File: src/rtl/xor_reduce_unit.sv
// xor_reduce_unit: reduces a packet of WIDTH-bit words, received over a
// valid/ready stream, with a selectable bitwise operator (XOR/XNOR/AND/OR).
// The result, its parity, the beat count and an overflow flag are presented
// on a registered valid/ready output port. Between packets there is one
// bubble cycle, spent in DONE while the result is handed over.
module xor_reduce_unit #(
  parameter  int WIDTH     = 8,
  parameter  int MAX_WORDS = 16,
  localparam int CW        = $clog2(MAX_WORDS + 1)
) (
  input  logic             clk,
  input  logic             rst,
  input  logic             in_valid,
  output logic             in_ready,
  input  logic [WIDTH-1:0] in_data,
  input  logic             in_last,
  input  logic [1:0]       mode,
  output logic             out_valid,
  input  logic             out_ready,
  output logic [WIDTH-1:0] out_data,
  output logic             out_parity,
  output logic [CW-1:0]    out_count,
  output logic             out_overflow
);

  typedef enum logic [1:0] {
    ST_IDLE  = 2'b00,
    ST_ACCUM = 2'b01,
    ST_DONE  = 2'b10
  } state_t;

  localparam logic [CW-1:0] LP_MAX_WORDS = CW'(MAX_WORDS);

  // Bitwise combine of the running value with a new word.
  function automatic logic [WIDTH-1:0] f_op(input logic [1:0]       op_sel,
                                            input logic [WIDTH-1:0] a,
                                            input logic [WIDTH-1:0] b);
    logic [WIDTH-1:0] res;
    case (op_sel)
      2'b00:   res = a ^ b;
      2'b01:   res = ~(a ^ b);
      2'b10:   res = a & b;
      2'b11:   res = a | b;
      default: res = a ^ b;
    endcase
    return res;
  endfunction

  // Even/odd parity of a word: 1 when the number of ones is odd.
  function automatic logic f_parity(input logic [WIDTH-1:0] d);
    return ^d;
  endfunction

  state_t           r_state;
  state_t           w_state_nxt;
  logic [WIDTH-1:0] r_acc;
  logic [WIDTH-1:0] w_acc_nxt;
  logic [CW-1:0]    r_count;
  logic [CW-1:0]    w_count_nxt;
  logic [CW-1:0]    w_count_inc;
  logic [1:0]       r_mode;
  logic [1:0]       w_mode_nxt;
  logic             w_accept;
  logic             w_enter_done;
  logic             w_ovf_nxt;

  logic             r_out_valid;
  logic [WIDTH-1:0] r_out_data;
  logic             r_out_parity;
  logic [CW-1:0]    r_out_count;
  logic             r_out_overflow;

  // Ready is a pure function of state so it rises right after reset.
  assign in_ready    = (r_state != ST_DONE);
  assign w_accept    = in_valid & in_ready;
  assign w_count_inc = r_count + CW'(1);

  // Next-state and next-accumulator logic; defaults hold every register.
  always_comb begin
    w_state_nxt  = r_state;
    w_acc_nxt    = r_acc;
    w_count_nxt  = r_count;
    w_mode_nxt   = r_mode;
    w_enter_done = 1'b0;
    w_ovf_nxt    = 1'b0;
    case (r_state)
      ST_IDLE: begin
        if (w_accept) begin
          // First beat is loaded raw; the operator only applies from beat 2.
          w_acc_nxt   = in_data;
          w_count_nxt = CW'(1);
          w_mode_nxt  = mode;
          if (in_last || (MAX_WORDS == 1)) begin
            w_state_nxt  = ST_DONE;
            w_enter_done = 1'b1;
            w_ovf_nxt    = (MAX_WORDS == 1) && !in_last;
          end else begin
            w_state_nxt = ST_ACCUM;
          end
        end else begin
          w_state_nxt = ST_IDLE;
        end
      end
      ST_ACCUM: begin
        if (w_accept) begin
          w_acc_nxt   = f_op(r_mode, r_acc, in_data);
          w_count_nxt = w_count_inc;
          if (in_last || (w_count_inc == LP_MAX_WORDS)) begin
            w_state_nxt  = ST_DONE;
            w_enter_done = 1'b1;
            w_ovf_nxt    = (w_count_inc == LP_MAX_WORDS) && !in_last;
          end else begin
            w_state_nxt = ST_ACCUM;
          end
        end else begin
          w_state_nxt = ST_ACCUM;
        end
      end
      ST_DONE: begin
        if (out_ready) begin
          w_state_nxt = ST_IDLE;
        end else begin
          w_state_nxt = ST_DONE;
        end
      end
      default: begin
        w_state_nxt = ST_IDLE;
      end
    endcase
  end

  // State, accumulator and captured-result registers.
  always_ff @(posedge clk or posedge rst) begin
    if (rst) begin
      r_state        <= ST_IDLE;
      r_acc          <= '0;
      r_count        <= '0;
      r_mode         <= 2'b00;
      r_out_valid    <= 1'b0;
      r_out_data     <= '0;
      r_out_parity   <= 1'b0;
      r_out_count    <= '0;
      r_out_overflow <= 1'b0;
    end else begin
      r_state     <= w_state_nxt;
      r_acc       <= w_acc_nxt;
      r_count     <= w_count_nxt;
      r_mode      <= w_mode_nxt;
      r_out_valid <= (w_state_nxt == ST_DONE);
      // Result fields are frozen for the whole DONE residency.
      if (w_enter_done) begin
        r_out_data     <= w_acc_nxt;
        r_out_parity   <= f_parity(w_acc_nxt);
        r_out_count    <= w_count_nxt;
        r_out_overflow <= w_ovf_nxt;
      end
    end
  end

  assign out_valid    = r_out_valid;
  assign out_data     = r_out_data;
  assign out_parity   = r_out_parity;
  assign out_count    = r_out_count;
  assign out_overflow = r_out_overflow;

endmodule

File: config.mk
export PLATFORM = sky130hd
export DESIGN_NAME = xor_reduce_unit
export DESIGN_NICKNAME = d
export VERILOG_FILES = /design/src/rtl/xor_reduce_unit.sv
export SDC_FILE = /design/constraint.sdc
export NUM_CORES = 1
export LEC_CHECK = 0
export ABC_AREA = 1
export ABC_CLOCK_PERIOD_IN_PS = 1800
export BUFFER_PORTS_ARGS = -buffer_cell sky130_fd_sc_hd__buf_2
export CAP_MARGIN = 10
export CELL_PAD_IN_SITES_DETAIL_PLACEMENT = 2
export CELL_PAD_IN_SITES_GLOBAL_PLACEMENT = 2
export CORE_MARGIN = 1
export CORE_UTILIZATION = 29
export CTS_CLUSTER_DIAMETER = 150
export DETAILED_ROUTE_END_ITERATION = 8
export PLACE_DENSITY = 0.82
export SYNTH_ARGS = -nofsm -noshare
export SYNTH_HDL_FRONTEND = slang
export SYNTH_SLANG_ARGS = --single-unit
File: constraint.sdc
create_clock -name clk -period 1.8 [get_ports clk]
set_clock_uncertainty 0.2 [all_clocks]
set_input_delay 0.36 -clock clk [delete_from_list [all_inputs] [get_ports clk]]
set_output_delay 0.36 -clock clk [all_outputs]
set_load 0.02 [all_outputs]
**Word-level counts from Yosys, hierarchy flattened**

Cells that the tools add are included.
Widths: inputs -> output; s select.

- Output and inout port bits: 17
- Bits in writable memories: 0
- Memories: 0
- Memory bits (read-only): 0
- Flip-flop bits (word level): 33
- Latch bits: 0

- $mul: 0
- Muxes and demuxes: 21
- Shift-type cells: 0
- Div/mod/pow operators: 0
- Bitwise gates (word level): 5
- $lt $le $gt $ge: 0
- Equality and inequality tests: 8
- $add $sub $neg: 1
- Reductions and logical operators: 7

Operators with widths:

| kind | count |
|---|---|
| $pmux 8 s4 | 1 |
| $mux 8 | 2 |
| $pmux 8 s2 | 1 |
| $mux 2 | 5 |
| $mux 5 | 2 |
| $pmux 5 s2 | 1 |
| $and 8x8->8 | 1 |
| $eq 2x2->1 const B | 4 |
| $not 8->8 | 1 |
| $or 8x8->8 | 1 |
| $reduce_xor 8->1 | 1 |
| $xor 8x8->8 | 1 |
| $mux 1 | 7 |
| $pmux 2 s3 | 1 |
| $add 5x1->5 const B | 1 |
| $eq 5x5->1 const B | 1 |
| $eq 2x1->1 const B | 2 |
| $logic_not 2->1 | 2 |
| $ne 2x2->1 const B | 1 |
| $pmux 1 s2 | 1 |
| $reduce_and 2->1 | 1 |
| $and 1x1->1 | 1 |
| $logic_and 1x1->1 | 1 |
| $logic_not 1->1 | 1 |
| $logic_or 1x1->1 | 1 |

**Longest topological paths before layout**

- Depth after elaboration: 7
- Gate-level depth with buffers: 16
- Mapped depth without buffers: 16

**Worst setup path after synthesis**

OpenSTA, ideal clock, no wires.

- Path kind: register -> register
- Start point: register r_count[0]
- End point: register r_out_data[7], in the netlist out_data[7]
- Setup time: 0.124 ns
- Buffers on the path: 1
- Cell stages (with the launch flop): 14
- Data required time: 1.476 ns
- Data arrival time: 1.589 ns
- Clock period less this slack: 1.913 ns
- Setup slack: -0.113 ns
- Cell sequence: dfrtp_1 -> ha_1 -> nand2_1 -> inv_2 -> nand2_1 -> xor2_1 -> nand3_1 -> inv_2 -> nand2_1 -> o21ai_2 -> inv_2 -> buf_2 -> nand2_1 -> o21ai_1

- Word-level cells in the longest chain between the ends: 6

Ends and longest elaborated chain:

| item | RTL line | source |
|---|---|---|
| from (decl) | 58 | `logic [CW-1:0] r_count;` |
| from (signal assigned) | 147 | `r_count <= w_count_nxt;` |
| $add 5x1->5 | 76 | `assign w_count_inc = r_count + CW'(1);` |
| $eq 5x5->1 | 108 | `if (in_last \|\| (w_count_inc == LP_MAX_WORDS)) begin` |
| $logic_or 1x1->1 | 108 |  |
| $mux 1 | 108 |  |
| $mux 1 | 105 | `if (w_accept) begin` |
| $pmux 1 s2 | 86 | `case (r_state)` |
| to (signal assigned) | 152 | `r_out_data <= w_acc_nxt;` |
| to (decl) | 68 | `logic [WIDTH-1:0] r_out_data;` |

No other way between the ends.
A chain may end at the register's enable or synchronous reset.

**Worst setup path after layout**

- Start point: register r_acc[3]
- End point: register r_out_parity, in the netlist out_parity

- Word-level cells in the longest chain between the ends: 6
- Elaborated cells between the ends (all ways): 9
- Classes of those cells: mux (4); bitwise (4); reduce/logical (1)

Ends and longest elaborated chain:

| item | RTL line | source |
|---|---|---|
| from (decl) | 56 | `logic [WIDTH-1:0] r_acc;` |
| from (signal assigned) | 146 | `r_acc <= w_acc_nxt;` |
| $xor 8x8->8 | - |  |
| $not 8->8 | 41 | `2'b01: res = ~(a ^ b);` |
| $pmux 8 s4 | 39 | `case (op_sel)` |
| $mux 8 | 105 |  |
| $pmux 8 s2 * | 86 |  |
| $reduce_xor 8->1 * | 51 | `return ^d;` |
| to (signal assigned) | 153 | `r_out_parity <= f_parity(w_acc_nxt);` |
| to (decl) | 69 | `logic r_out_parity;` |

Mark *: on every way between the ends. The rest lies on a longest branch, timed or not.

==> run_results.csv <==
group,metric,value,unit
status,status,"finished, violations left",
status,failed_checks,"setup timing",
die,start_util,30.8,%
cts,cts_max_path_buffers,2,
worst_setup_path,crit_path_start_kind,"flip-flop",
worst_hold_path,holdCritPathClass,"in2reg",
logic_synthesis,syn_avg_cell_area,7.37,µm²
detailed_routing,drc,0,
finish,finalNetCount,432,
logic_synthesis,synthAdderAreaFrac,9.88,%
worst_setup_path,crit_arrival,2.17,ns
placed_design,hpwl,5860,µm
worst_setup_path,rrSetupSlack,-0.40,ns
logic_synthesis,ys_ff_latch,33,
run,max_cap_viol_count,0,
worst_hold_path,worstHoldStart,"out_ready",
logic_synthesis,syn_inst,309,
detailed_routing,wire_per_inst,18.6,µm
logic_synthesis,synth_top_family_by_area,"simple AND/OR/NAND/NOR gates",
logic_synthesis,synth_area,2280,µm²
die,fp.dieW,90.6,µm
worst_setup_path,reg2reg_to,"out_parity",
timing,slew_headroom,69.1,%
finish,num_antenna_cells,0,
placed_design,io_buffers,31,
cts,htreeDepth,2,
power,power,6.12,mW
timing,fin_crit,2.20,ns
finish,area_growth,48.1,%
logic_synthesis,synthDistinctLibCells,25,
timing,finalCritPeriodShare,122,%
detailed_routing,drtIter0Drc,50,
die,core-area,7410,µm²
logic_synthesis,synthMuxAreaShare,0,%
power,p_leak,1.76,nW
die,dieArea,8210,µm²
logic_synthesis,synth_compound_area_share,16.5,%
logic_synthesis,ys.warnings.count,0,
cts,cts.clk_slew.worst_paths,0.07,ns
worst_setup_path,slowest_stage,"dfrtp_1",
worst_setup_path,critPathLaunch,"r_acc[3]",
worst_setup_path,worstSetupPathType,"reg2reg",
power,max-vdd-ir-drop,617,µV
finish,stdcell_count,499,
cts,clkLatencyLatePin,0.29,ns
worst_setup_path,crit_path_frequent_cell,"nand2_2",
detailed_routing,vias,2385,
timing,hold_viol_final,0,
finish,drive_gt1_share,47.5,%
timing,finalMaxSlewViolations,0,
cts,cts_num_sinks,33,
worst_setup_path,critPathMaxFanout,3,
worst_setup_path,worst_ep_required_time,1.77,ns
placed_design,dpl.cell_count,476,
timing,fmax,0.455,GHz
grt,overflow,0,
logic_synthesis,ys_seq_area_share,36.2,%
logic_synthesis,synth_xor_area_share,0.769,%
grt,grt_pass1_vias,2719,
grt,grt_max_degree,34,
cts,cts_buffers,5,
detailed_routing,via_per_inst,4.78,
worst_setup_path,critPathMaxStageDelay,0.39,ns
worst_setup_path,end_kind,"flip-flop",
worst_setup_path,worstReg2RegStart,"r_acc[3]",
detailed_routing,wl,9270,µm
die,ios,32,
die,fp.dieH,90.6,µm
power,p_per_area,1810,nW/µm²
worst_setup_path,crit_chain,"inv_1 > ha_1 > inv_2 > a21oi_1 > nand2_2 > nand2_2 > nand2_2 > nand2_1 > nand2_1 > nand2_1 > nand2_2 > inv_1 > nand2_2 > nand3_2 > nand2_1",
finish,fin_util,45.5,%
worst_setup_path,reg2regPathDepth,15,
timing,tns,-3.25,ns
worst_setup_path,critPathCapture,"out_parity",
detailed_routing,ant_nets,0,
timing,final.setup.worst_slack,-0.400,ns
grt,grt_pass1_wl,13500,µm
die,std_cell_rows,31,
timing,worstMarginPinSlew,0.463,ns
timing,rsz0062_at_grt,"yes",
logic_synthesis,yosys.area_share.simple,23.8,%
detailed_routing,detail_route.first_pass.iterations,4,
cts,cts_tree,"built",
grt,grt_usage,21.2,%
logic_synthesis,synth_fp_nets,342,
timing,finalSetupViolCount,15,
grt,antenna_found_initial,0,
placed_design,gp_congestion,0.797,
cts,clockRootBuffer,"clkbuf_8",
## placed cells by master (no fill, tap or decap), types with 2 or more instances in the layout
master	n
nand2_1	70
buf_4	53
inv_1	39
buf_2	31
dfrtp_1	31
nand2_2	28
o21ai_1	14
ha_1	14
inv_2	13
a21oi_1	13
nand3_1	11
nor2_1	10
a21oi_2	9
a21oi_4	7
nand3_2	6
clkbuf_8	6
nor2_2	5
inv_4	4
o21ai_0	4
o21ai_4	3
ha_4	3
nor2_4	2
nand2_4	2
o21bai_2	2
o21ai_2	2
o221ai_2	2
buf_6	2
buf_12	2
dfrtp_2	2
## logic make-up after synthesis
group,after synthesis
compound gates,58
xor+xnor,2
fa+ha+maj,18
buf+inv,64
flops,33
simple gates,134
## state kept, by name (all words and copies together), names as in the netlist
name          cells
out_count         5
out_data          8
out_overflow      1
out_parity        1
out_valid         1
r_acc             8
r_count           5
r_mode            2
r_state           2
## synthesized netlist by cell type
cell type	number	area (µm²)
a21oi_1	20	100
a21oi_2	7	61.3
a21oi_4	2	32.5
buf_2	2	10.0
buf_4	1	7.51
buf_6	3	33.8
buf_8	1	15.0
clkbuf_8	1	13.8
clkinv_2	1	5.00
dfrtp_1	33	826
ha_1	18	225
inv_1	46	173
inv_2	9	33.8
nand2_1	95	357
nand2_2	5	31.3
nand3_1	17	85.1
nor2_1	15	56.3
nor2_2	2	12.5
o21ai_0	9	45.0
o21ai_1	11	55.1
o21ai_2	3	26.3
o21bai_2	2	22.5
o221ai_1	3	26.3
o31ai_1	1	7.51
xor2_1	2	17.5
## cell type report
type                       count  area [µm²]
multi-input combinational    212        1450
timing repair buffer          89         626
tap                           99         124
clock inverter                 1        30.0
inverter                      56         221
clock buffer                   7        86.3
sequential                    33         828
fill                         844        4040
timing repair inverter         2        12.5
## per-layer routing
metal  up-vias  wire length [µm]  part of all wire (%)  global-route usage [%]
met2        36              5380                    58                    43.9
met1      1194              3540                    38                    21.9
li1       1141                 -                     -                       -
met4         0               171                   1.8                    4.70
met5         -                 0                     0                       0
met3        14               182                   2.0                    2.78
## power breakdown
group / switching [mW] / internal (mW) / total [mW]
Combinational: 2.44 / 1.63 / 4.07
Sequential: 0.247 / 1.04 / 1.29
Clock: 0.298 / 0.452 / 0.750
## critical path, delay by kind of cell, from the launching register on
family	cells	cell delay (ns)
AOI/OAI and AO/OA	1	0.21
adders and majority gates	1	0.28
buffers and inverters	3	0.18
DFF	1	0.39
and+or+nand+nor	10	0.82
## worst min path at each step
stage                               to  slack (ns)  depth (start not counted)
after floorplan           out_overflow        0.25                          1
after global placement    out_count[3]        0.25                          2
after detailed placement  out_count[3]        0.26                          2
after CTS                    out_valid        0.11                          2
after global routing         out_valid        0.12                          2
final                       r_state[1]        0.11                          2
## repair_timing
| item | CTS | global route |
|---|---|---|
| pin swaps | 19 | 30 |
| hold buffers | 1 | 0 |
| endpoints found under the hold margin | 33 | 0 |
| gates cloned | 2 | 0 |
| resized for setup | 41 | 44 |
| setup endpoints to repair | 21 | 21 |
| setup buffers | 8 | 6 |
## metrics by stage
stage | setup slack (ns) | area [µm²] | hold WS (ns)
floorplan | -0.0462 | 2300 | 0.246
global placement | -0.241 | 2850 | 0.253
detailed placement | -0.375 | 2850 | 0.257
CTS | -0.235 | 3150 | 0.112
global route | -0.549 | 3370 | 0.115
finish | -0.400 | 3370 | 0.112
No activity file was read; power rests on OpenSTA's default activity.
